File: config.mk
export PLATFORM = sky130hd
export DESIGN_NAME = fb_stream_arbiter
export DESIGN_NICKNAME = d
export VERILOG_FILES = /design/src/rtl/fb_stream_arbiter.sv
export SDC_FILE = /design/constraint.sdc
export NUM_CORES = 1
export LEC_CHECK = 0
export CAP_MARGIN = 20
export CORE_MARGIN = 2
export CORE_UTILIZATION = 48
export DETAILED_ROUTE_END_ITERATION = 8
export GPL_ROUTABILITY_DRIVEN = 0
export PLACE_DENSITY_LB_ADDON = 0.12
export SLEW_MARGIN = 30
export SYNTH_ARGS = -nofsm -noshare
export SYNTH_HDL_FRONTEND = slang
export SYNTH_SLANG_ARGS = --single-unit
File: constraint.sdc
create_clock -name clk_clk -period 3.5 [get_ports clk_clk]
set_input_delay 0.7 -clock clk_clk [delete_from_list [all_inputs] [get_ports clk_clk]]
set_output_delay 0.7 -clock clk_clk [all_outputs]
set_load 0.01 [all_outputs]
File: src/rtl/fb_stream_arbiter.sv
// fb_stream_arbiter: frame-granular two-source arbiter feeding the framebuffer write stream
module fb_stream_arbiter #(
  parameter int DW           = 31,
  parameter int FRAME_PIXELS = 307200,
  parameter int TIMEOUT      = 1024,
  parameter int CW           = 19
) (
  input  logic          clk_clk,
  input  logic          reset_reset_n,
  input  logic          s0_start,
  input  logic          s0_dv,
  input  logic [DW-1:0] s0_data,
  output logic          s0_ready,
  input  logic          s1_start,
  input  logic          s1_dv,
  input  logic [DW-1:0] s1_data,
  output logic          s1_ready,
  output logic          fb_st_start,
  output logic          fb_st_dv,
  output logic [DW-1:0] fb_st_data,
  input  logic          fb_st_ready,
  output logic [1:0]    grant,
  output logic          frame_done,
  output logic          frame_abort
);
  localparam int TW = $clog2(TIMEOUT + 1);
  typedef enum logic [1:0] {IDLE, OWN0, OWN1} state_t;
  state_t        r_state;
  logic          r_last;
  logic [CW-1:0] r_pix_cnt;
  logic [TW-1:0] r_idle_cnt;
  logic          w_idle, w_own0, w_own1, w_slot, w_acc, w_start, w_req0, w_req1, w_eof;
  logic [DW-1:0] w_data;
  logic [CW-1:0] w_cnt_next;
  assign w_idle     = r_state == IDLE;
  assign w_own0     = r_state == OWN0;
  assign w_own1     = r_state == OWN1;
  assign w_slot     = ~fb_st_dv | fb_st_ready;
  assign w_req0     = s0_dv & s0_start;
  assign w_req1     = s1_dv & s1_start;
  assign s0_ready   = w_idle ? s0_dv & ~s0_start : w_own0 & w_slot;
  assign s1_ready   = w_idle ? s1_dv & ~s1_start : w_own1 & w_slot;
  assign w_acc      = ((w_own0 & s0_dv) | (w_own1 & s1_dv)) & w_slot;
  assign w_start    = w_own1 ? s1_start : s0_start;
  assign w_data     = w_own1 ? s1_data : s0_data;
  assign w_cnt_next = w_start ? CW'(1) : r_pix_cnt + CW'(1);
  assign w_eof      = w_cnt_next == CW'(FRAME_PIXELS);
  assign grant      = {w_own1, w_own0};
  // ownership FSM: grant on start request, release on frame end or stall timeout
  always_ff @(posedge clk_clk or negedge reset_reset_n)
    if (!reset_reset_n) begin
      r_state     <= IDLE;
      r_last      <= 1'b1;
      r_pix_cnt   <= '0;
      r_idle_cnt  <= '0;
      frame_done  <= 1'b0;
      frame_abort <= 1'b0;
    end else begin
      frame_done  <= 1'b0;
      frame_abort <= 1'b0;
      if (w_idle) begin
        r_pix_cnt  <= '0;
        r_idle_cnt <= '0;
        if (w_req0 && (!w_req1 || r_last)) r_state <= OWN0;
        else if (w_req1) r_state <= OWN1;
      end else if (w_acc) begin
        r_idle_cnt <= '0;
        if (w_eof) begin
          r_state    <= IDLE;
          r_last     <= w_own1;
          r_pix_cnt  <= '0;
          frame_done <= 1'b1;
        end else r_pix_cnt <= w_cnt_next;
      end else if (r_idle_cnt == TW'(TIMEOUT - 1)) begin
        r_state     <= IDLE;
        r_last      <= w_own1;
        r_pix_cnt   <= '0;
        r_idle_cnt  <= '0;
        frame_abort <= 1'b1;
      end else r_idle_cnt <= r_idle_cnt + TW'(1);
    end
  // output register: load on accept, drain when the sink takes it, hold while stalled
  always_ff @(posedge clk_clk or negedge reset_reset_n)
    if (!reset_reset_n) {fb_st_start, fb_st_dv, fb_st_data} <= '0;
    else if (w_acc) {fb_st_start, fb_st_dv, fb_st_data} <= {w_start, 1'b1, w_data};
    else if (fb_st_ready) begin
      fb_st_start <= 1'b0;
      fb_st_dv    <= 1'b0;
    end
endmodule

# == Word level (Yosys, flattened, before mapping) ==
# Index checks and enable logic that the tools add are counted.
# word_totals
ff_bits,68
input_bits,69
output_inout_bits,39
wordCells,72
# op_classes
add_sub_neg,2
n_eq_ne,7
muxes,30
bitwise,15
reduce_logical,9
# ops
cell,n
2-to-1 mux 19 bit,5
2-to-1 mux 11 bit,3
2-to-1 mux 31 bit,1
"adder 19 x 1 -> 19 bit, second input constant",1
"== test 19 bit, second input constant",1
2-to-1 mux 1 bit,15
2-to-1 mux 2 bit,6
"adder 11 x 1 -> 11 bit, second input constant",1
"== test 11 x 10 -> 1 bit, second input constant",1
AND 1 bit,9
AND reduction 3 bit,2
inverter 1 bit,4
nonzero test 2 bit,2
"inequality test 3 x 1 -> 1 bit, second input constant",1
"inequality test 3 x 2 -> 1 bit, second input constant",1
nonzero test 3 bit,1
"== test 2 x 1 -> 1 bit, second input constant",1
"== test 2 bit, second input constant",1
zero test 2 bit,1
"inequality test 2 x 1 -> 1 bit, second input constant",1
OR 1 bit,2
logical AND 1 bit,1
zero test 1 bit,1
logical OR 1 bit,1

# == Longest topological paths before layout ==
# depth
ltp_word,7
ltp_mapped,10
ltp_nobuf,8

# == Worst setup path before layout ==
# OpenSTA, ideal clock, no wires.
# synth_timing
kind,flip-flop to flip-flop
start,register r_pix_cnt[5]
end,register r_last
setup_ns,0.085
arrival_time_ns,2.616
t_required_ns,3.415
path_slack_ns,0.799
stages_incl_launch_ff,10
n_path_buf,2
period_less_slack_ns,2.701
path_cell_list,dfrtp_1 -> buf_2 -> nand3_4 -> or4_1 -> nor2_1 -> xor2_1 -> or4_1 -> buf_2 -> o31ai_4 -> mux2_1
# synth_via
elab_chain_len,5
# synth_rtl
element,line,text
start: declaration,30,logic [CW-1:0] r_pix_cnt;
start signal: assignment,73,end else r_pix_cnt <= w_cnt_next;
adder 19 x 1 -> 19 bit,46,assign w_cnt_next = w_start ? CW'(1) : r_pix_cnt + CW'(1);
2-to-1 mux 19 bit,46,
== test 19 bit,47,assign w_eof = w_cnt_next == CW'(FRAME_PIXELS);
inequality test 2 x 1 -> 1 bit (no source line),-,
AND reduction 3 bit (no source line),-,
end signal: assignment,70,r_last <= w_own1;
end signal: assignment,76,r_last <= w_own1;
end: declaration,29,logic r_last;
# No other way between the ends.
# A chain may end at the register's enable or synchronous reset.

# == Worst setup path in the final report ==
# layout_timing
start,register r_pix_cnt[0]
end,register r_last
# The elaborated chain is that of the path after synthesis.

==> results by group <==
Yosys
  – Sequential fraction of the synthesis area: 46.3%
  – Synth Area per Inst: 8.49 um2
  – Yosys warns: 0
  – Mapped Cells: 433
  – Syn Std Cell Area: 0.00368 mm2
  – Flops & latches, synth: just under 70
  – Syn_nets: 504
  – Post-synth cell types: 50

Detailed routing
  – Via count: 3,497
  – DRC: 0
  – Total routed wirelength: 9940 um
  – Initial DRT Pass Iterations: 6
  – Via density: 5.53
  – Final ANT Viol Nets: 0
  – 1st-iter DRT viols: 251
  – WL/cell: ~16 um

Timing
  – Max-slew violation total from the final report: 0
  – Final min period: 3.24 ns
  – Maximum achievable frequency: between 300 and 400 MHz
  – RSZ-0062 raised after global routing: no
  – Rel. slew slack: around 45%
  – Skew final: 0.0120 ns
  – Least-Margin Pin Slew: 0.825 ns
  – Setup TNS: 0 ns
  – Hold Fails Final Rpt: 0
  – Setup-failing EPs final: 0
  – Part of the cycle the worst path needs: roughly 90%

Global route
  – Global-route wire length before repair: 16,700 um
  – Initial antenna violation count: 0
  – GR Util met2: 39.6%
  – GRT Max-Usage Layer: met2
  – Vias in the first global route: between 3,000 and 4,000
  – GR Overflow Total: 0
  – Largest net degree at the start of global routing: 69
  – GR Util met3: under 10%
  – Tot GR Track Use: between 20% and 30%
  – Met1 Usage GRT: 33.0%

Floorplanning
  – Die X: 91.5 um
  – Die H: 91.5 um
  – Site row count: 31
  – Die ar.: 0.00837 mm2
  – I/O pin count: ~110
  – Core Box Area: 0.00733 mm2
  – Initial core utilization: approximately half

Power and ir drop
  – Leakage power: around 2.1 nW
  – Pwr Total: 0.00347 W
  – Pwr per Cell Area: 690 mW/mm2
  – VDD IR-drop max: 360 uV

Clocking
  – Worst skew pair latency: 0.36 ns
  – Resize count post-CTS: 0
  – Post-CTS Setup Repair Bufs: 0
  – CTS Hold Bufs: 0
  – Clock Pin Slew Worst Setup and Hold Paths: 0.08 ns
  – # H-tree levels: 3
  – Total CTS buffers: 9
  – # clock sinks: 68
  – CTS tree: yes
  – Root Buffer: clkbuf_8
  – CTS Buffer Depth: 2

Place
  – Placed cell count: approximately 600
  – Placed cell areas: 0.00479 mm2
  – PortBufs: 107
  – Placed wire-length estimate: 6940 um

Critical path
  – Crit path DAT: 3.52 ns
  – Worst flop-to-flop path startpoint: r_pix_cnt[0]
  – R2R setup slack: 0.26 ns
  – Crit path kind: reg -> reg
  – R2r endpoint: r_last
  – Setup crit end kind: flop
  – Critical Path Fanout Max: 15
  – Critical path required time: 3.78 ns
  – Worst reg2reg path depth: 8
  – Startpoint class of the critical path: flop

Job
  – Max-cap viol count: 0

Finish
  – Antenna cell count: 0
  – Final-layout fill cell count: around 570
  – Finished Layout Cells: approximately 630
  – Fin util: between 60% and 70%
  – P&R area growth vs syn: 36.9%
  – Final nets: roughly 600
  – Finished Cell Area: 0.00503 mm2
  – Layout cells sized above 1: under 10%

Worst hold path
  – Hold Crit Class: in -> async

Run status
  – Status: finished clean
[worst max-delay path by stage]
stage	start	depth (start not counted)	slack [ns]	endpoint
after CTS	r_pix_cnt[0]	8	0.28	r_last
after global placement	r_pix_cnt[7]	7	0.48	r_last
after global routing	r_pix_cnt[0]	8	0.06	r_state[0]
after floorplan	r_pix_cnt[5]	9	0.80	r_last
final	r_pix_cnt[0]	8	0.26	r_last
after detailed placement	r_pix_cnt[0]	8	0.35	r_last
[area by class of cell]
type | count | area [um2] | area share, %
Clock buffer | 11 | 151 | 3.01
Multi-Input combinational cell | 327 | 1810 | 36.0
Clock inverter | 5 | 83.8 | 1.67
Inverter | 6 | 22.5 | 0.447
Sequential cell | 68 | 1700 | 33.8
Timing Repair Buffer | 116 | 1140 | 22.6
Tap cell | 99 | 124 | 2.46
[layer usage]
| metal | part of all wire (%) | up-vias |
|---|---|---|
| met5 | 0 | - |
| met4 | 2.9 | 0 |
| met3 | 6.7 | 24 |
| met2 | 46 | 142 |
| met1 | 44 | 1626 |
| li1 | - | 1705 |
[logic make-up (layout without fill, tap and decap cells)]
kind of cell             count (synthesis)  count (layout)  synth area share [%]
buffers and inverters                   38             138                  4.70
XOR/XNOR                                15              15                  3.57
AO/OA/AOI/OAI                           80              80                  14.8
AND/OR/NAND/NOR                        226             226                  28.8
multiplexers                             4               4                  1.16
adder cells (fa/ha/maj)                  2               2                 0.681
flip-flops                              68              68                  46.3
[cell usage after synthesis, drive strengths merged]
| master | count | area (um2) |
|---|---|---|
| o41ai | 1 | 8.76 |
| a211oi | 1 | 7.51 |
| dfrtp | 67 | 1680 |
| nor3 | 8 | 51.3 |
| o31ai | 3 | 36.3 |
| and4 | 1 | 8.76 |
| nor4 | 2 | 27.5 |
| ha | 2 | 25.0 |
| or4 | 4 | 33.8 |
| dfstp | 1 | 26.3 |
| mux2i | 2 | 20.0 |
| and3 | 5 | 31.3 |
| o21a | 1 | 7.51 |
| o211ai | 12 | 95.1 |
| a22oi | 2 | 15.0 |
| nor2b | 2 | 12.5 |
| a21oi | 5 | 25.0 |
| nand3b | 5 | 37.5 |
| nand4 | 9 | 71.3 |
| nor2 | 61 | 229 |
| inv | 6 | 22.5 |
| or3 | 5 | 31.3 |
| xor2 | 9 | 78.8 |
| o32ai | 1 | 8.76 |
| o31a | 1 | 8.76 |
| o21ai | 12 | 60.1 |
| mux2 | 2 | 22.5 |
| o2111ai | 4 | 35.0 |
| nand2 | 97 | 364 |
| nand3 | 19 | 108 |
| and2 | 5 | 31.3 |
| nor4b | 1 | 8.76 |
| xnor2 | 6 | 52.6 |
| a31oi | 35 | 219 |
| a21boi | 1 | 7.51 |
| a22o | 1 | 8.76 |
| buf | 11 | 71.3 |
| nand2b | 2 | 12.5 |
| clkbuf | 21 | 78.8 |
[sequential cells by signal (all words and copies together), names as in the netlist]
signal,flops
frame_abort,1
frame_done,1
r_last,1
r_pix_cnt,19
fb_st_data,31
fb_st_start,1
r_state,2
r_idle_cnt,11
fb_st_dv,1
[metrics by stage]
stage               setup WS (ns)  hold slack, ns
floorplan                   0.799           0.404
global placement            0.476           0.467
detailed placement          0.347           0.500
CTS                         0.277           0.512
global route               0.0628           0.499
finish                      0.257           0.437
[worst max-delay path, cell delays in order (launching register included)]
cell and delay (ns):
dfrtp_1 0.47, ha_1 0.32, nand4_4 0.18, nor4b_1 0.42
xnor2_1 0.19, o21ai_0 0.16, or4_1 0.77, o31ai_4 0.31
mux2_1 0.34
[cell usage in the layout, fill, tap and decap left out, types with 2 or more instances in the layout]
cell	netlist	layout
a22oi_1	2	2
nand2b_1	2	2
nor2b_1	2	2
nand4_1	8	8
clkinvlp_4	0	2
o21ai_1	2	3
a31oi_1	35	35
xor2_1	9	9
xnor2_1	6	6
or4_1	3	3
nor2_1	61	61
nand3b_1	5	5
a21oi_1	5	5
dfrtp_1	67	67
buf_4	4	8
mux2i_1	2	2
nand3_1	18	18
o21ai_0	10	9
and3_1	5	5
ha_1	2	2
clkdlybuf4s50_1	0	106
nor3_1	7	7
o2111ai_1	4	4
bufinv_16	0	2
or3_1	5	5
clkbuf_8	0	11
o211ai_1	11	11
inv_1	6	6
o31ai_1	2	2
nand2_1	97	97
and2_1	5	5
[power by group]
part	switching [W]	leakage, nW	internal (W)
Combinational	0.000823	1.17	0.000721
Sequential	0.000154	0.848	0.00102
Clock	0.000316	0.112	0.000441
Total	0.00129	2.13	0.00218
No activity file was read; power rests on OpenSTA's default activity.
==> RTL change 1 (config.mk and constraints unchanged) <==
Change the parameter `TIMEOUT` from 1024 to 2048.
--- a/src/rtl/fb_stream_arbiter.sv
+++ b/src/rtl/fb_stream_arbiter.sv
@@ -2,7 +2,7 @@
 module fb_stream_arbiter #(
   parameter int DW           = 31,
   parameter int FRAME_PIXELS = 307200,
-  parameter int TIMEOUT      = 1024,
+  parameter int TIMEOUT      = 2048,
   parameter int CW           = 19
 ) (
   input  logic          clk_clk,
Check against the original RTL: no difference found for any inputs over 10 cycles, from zero or initial values and one cycle with reset_reset_n low; that may be too few to reach the edited logic, so the function may still have changed.
==> RTL change 1 against the original RTL <==
Sequential cell count grew 1. Utilization shrank 2.9 points. First-iteration DRC count fell by 18%. Via count down 1.4%. Final cell count down 0.16%. Power down 0.72%. Synthesized cell count fell by 0.92%. Die area up 0.82%. Count of clock-buffer cells in the layout is 2 lower. Wire length decreased by 4.1%. Final area down 0.60%. Area after synthesis increased by 0.85%. Worst setup slack better by 0.22 ns. Largest cell class unchanged.
==> RTL change 1: results (changes against the original RTL) <==
* Crit path DAT at 3.26 ns (was 3.52 ns)
* Comb group at 1.58 mW (was 1.54 mW)
* Met2 wire len at 4120 µm (was 4600 µm)
* FF+latch count at 69 (was 68)
* Sequential power share at 0.348 (was 0.337)
* Number of vias per cell at 5.46 (was 5.53)
* Slowest cell on the critical path: dfrtp_1 (was or4_1)
* Worst-Margin Slew at 0.642 ns (was 0.825 ns)
* FILL cells at 654 (was 569)
* Std cell rows at 32 (was 31)
* Leak at 2.06 nW (was 2.13 nW)
* Synth area leaders: dfrtp_1 (46%), nand2_1 (9.3%), a31oi_1 (6.6%), nor2_1 (6.2%), nand3_1 (2.8%) (was dfrtp_1 (46%), nand2_1 (9.9%), nor2_1 (6.2%), a31oi_1 (6.0%), nand3_1 (2.5%))
* Max stage delay on crit path at 0.48 ns (was 0.77 ns)
* Multi-input gates at 325 (was 327)
* Combinational power share at 0.458 (was 0.444)
* Non-clock buffers at 112 (was 116)
* Reg2reg end: r_pix_cnt[10] (was r_last)
* DRT Pass-1 Iters at 4 (was 6)
* Seq/Total Area, Yosys at 0.466 (was 0.463)
* Initial DRC Count at 207 (was 251)
* Sequential cell area share at 0.345 (was 0.338)
* Post-Synthesis Cells at 429 (was 433)
* Cell Int Power at 2.10 mW (was 2.18 mW)
* Worst reg-to-reg path cell count at 9 (was 8)
* Peak VDD IR at 0.340 mV (was 0.360 mV)
* Status: finished, final reports clean (unchanged)
* Wl on met1 at 4340 µm (was 4380 µm)
* PnR worst setup slack at 0.473 ns (was 0.257 ns)
* First-pass GRT wire length at 15900 µm (was 16700 µm)
* CP max FO at 9 (was 15)
* Hold slack at 0.429 ns (was 0.437 ns)
* Inverter count at 7 (was 6)
* Pre-CTS setup slack at 0.402 ns (was 0.347 ns)
* Clock network area share at 0.0395 (was 0.0467)
* Synth-to-layout area growth at 35.0% (was 36.9%)
* Drt wl/cell at 15.1 µm (was 15.7 µm)
* Wire length after detailed routing at 9530 µm (was 9940 µm)
* Non-clk buf share at 0.221 (was 0.226)
* Syn nets at 500 (was 504)
* Multi-input gate area at 1820 µm² (was 1810 µm²)
* Fraction of layout cells with a size suffix above 1 at 0.0718 (was 0.0675)
* Placed cells at 615 (was 616)
* CLK BUF at 9 (was 11)
* Met3 WL at 935 µm (was 665 µm)
* Hold Crit Class: in2async (unchanged)
* DP Area at 4800 µm² (was 4790 µm²)
* Most frequent cells after synthesis: nand2_1 (92), dfrtp_1 (68), nor2_1 (61) (was nand2_1 (97), dfrtp_1 (67), nor2_1 (61))
* Maximum number of pins on one net before global-route repair at 70 (was 69)
* Hpwl dp at 6650 µm (was 6940 µm)
* Nets at 595 (was 599)
* Total GRT Usage at 0.236 (was 0.248)
* Worst Skew at 0.0174 ns (was 0.0120 ns)
## RTL change 1: cell types whose count changed after synthesis, sizes merged, moves of 3 or more
| cell | unedited run | this run |
|---|---|---|
| o211ai | 12 | 2 |
| clkbuf | 21 | 13 |
| a22o | 1 | 7 |
| nand2 | 97 | 92 |
| o21ai | 12 | 7 |
| a31oi | 35 | 39 |
| buf | 11 | 15 |
| nand3 | 19 | 23 |
| o2111ai | 4 | 0 |
| or4 | 4 | 0 |
| xnor2 | 6 | 10 |
| and3 | 5 | 8 |
## RTL change 1: cell families (layout without fill, tap and decap cells)
kind of cell	count (synthesis)	after routing	share of synthesized area
simple gates	227	227	0.290
compound gates	77	77	0.142
flops	69	69	0.466
buf+inv	35	135	0.0469
xor+xnor	18	18	0.0425
fa+ha+maj	2	2	0.00675
mux	1	1	0.00607
## RTL change 1: routing by layer
metal | vias to the layer above | GRT usage
li1 | 1694 | -
met1 | 1599 | 0.326
met2 | 142 | 0.344
met3 | 12 | 0.0797
met4 | 0 | 0.0896
met5 | - | 0
==> RTL change 2 (config.mk and constraints unchanged) <==
Made on the original files. The 3 states of `state_t` get a one-hot encoding in 3 bits.
--- a/src/rtl/fb_stream_arbiter.sv
+++ b/src/rtl/fb_stream_arbiter.sv
@@ -24,7 +24,7 @@
   output logic          frame_abort
 );
   localparam int TW = $clog2(TIMEOUT + 1);
-  typedef enum logic [1:0] {IDLE, OWN0, OWN1} state_t;
+  typedef enum logic [2:0] {IDLE = 3'b001, OWN0 = 3'b010, OWN1 = 3'b100} state_t;
   state_t        r_state;
   logic          r_last;
   logic [CW-1:0] r_pix_cnt;
Behaviour: same outputs for any inputs over 10 cycles, from zero or initial values and one cycle with reset_reset_n low; not proved beyond that.
==> RTL change 2 against the original RTL <==
Utilization decreased by 1.6 points. Worst setup slack worse by 0.044 ns. Maximum frequency shrank 1.3%. Final area is 2.4% higher. Area after synthesis grew 2.9%. Sequential cell count is 1 higher. Global-route usage down 1.0 points. Clock skew is 0.0018 ns lower. Wire length shrank 1.1%. Critical path type unchanged. Critical endpoint is now r_pix_cnt[10].
Power is not compared: it rests on default switching activity, and its combinational part moved more than twofold at a synthesized area within 25%.
==> RTL change 2: results (changes against the original RTL) <==
* Initial DRC Count at 172 (was 251)
* Synth Area in Adders at 0.00661 (was 0.00681)
* Number of vias per cell at 5.62 (was 5.53)
* Syn nets at 481 (was 504)
* Hold slack at 0.315 ns (was 0.437 ns)
* Period utilization at 0.939 (was 0.927)
* Pre-CTS setup slack at 0.296 ns (was 0.347 ns)
* Reg2reg end: r_pix_cnt[10] (was r_last)
* Vias in the first global route at 3337 (was 3349)
* R2R setup slack at 0.21 ns (was 0.26 ns)
* Grt met2 use at 0.389 (was 0.396)
* Layout Cells excl Fill at 616 (was 632)
* Worst-Margin Slew at 0.572 ns (was 0.825 ns)
* Met2 wire len at 4940 µm (was 4600 µm)
* Met3 WL at 491 µm (was 665 µm)
* Most frequent cells after synthesis: dfrtp_1 (67), nor2_1 (57), a21oi_1 (35) (was nand2_1 (97), dfrtp_1 (67), nor2_1 (61))
* First-pass GRT wire length at 16200 µm (was 16700 µm)
* CP max FO at 8 (was 15)
* Synth Area in Compound Gates at 0.147 (was 0.148)
* DRT Pass-1 Iters at 4 (was 6)
* Status: finished, final reports clean (unchanged)
* DP Area at 4920 µm² (was 4790 µm²)
* Hpwl dp at 7200 µm (was 6940 µm)
* Met1 usage at 0.313 (was 0.330)
* FILL cells at 661 (was 569)
* Fraction of layout cells with a size suffix above 1 at 0.0720 (was 0.0675)
* Netlist cell types at 57 (was 50)
* Post-synthesis mux area share at 0.0929 (was 0.0116)
* Synth area leaders: dfrtp_1 (44%), mux2i_1 (9.0%), nor2_1 (5.7%), a21oi_1 (4.6%), nand3_1 (3.3%) (was dfrtp_1 (46%), nand2_1 (9.9%), nor2_1 (6.2%), a31oi_1 (6.0%), nand3_1 (2.5%))
* Total GRT Usage at 0.237 (was 0.248)
* Worst Skew at 0.0102 ns (was 0.0120 ns)
* Fraction of registers with async set/reset at 1.00 (unchanged)
* Seq/Total Area, Yosys at 0.457 (was 0.463)
* Nets at 580 (was 599)
* Wl on met1 at 4210 µm (was 4380 µm)
* Max stage delay on crit path at 0.52 ns (was 0.77 ns)
* Avg Cell Area, Syn at 9.23 µm² (was 8.49 µm²)
-- RTL change 2: area by class of cell --
type / count / area (µm²) / area share
well taps: 102 / 128 / 0.0248
flip-flops and latches: 69 / 1730 / 0.336
inverters: 5 / 18.8 / 0.00364
clock buffers: 10 / 138 / 0.0267
clock inverters: 6 / 93.8 / 0.0182
repair buffers: 116 / 1130 / 0.220
multi-input cells: 308 / 1910 / 0.371
-- RTL change 2: power groups by stage --
stage	registers, mW	logic [mW]	clock network, mW
final	0.797	0.111	0.748
after global routing	0.797	0.121	0.810
after CTS	0.797	0.113	0.762
after detailed placement	0.812	0.113	0
after global placement	0.812	0.111	0
after floorplan	0.813	0.0138	0
-- RTL change 2: logic make-up after synthesis --
logic type                 Yosys count
and+or+nand+nor                    173
AOI/OAI and AO/OA                   88
DFF                                 69
muxes                               35
buffers and inverters               33
xor gates and xnor gates            10
adders and majority gates            2
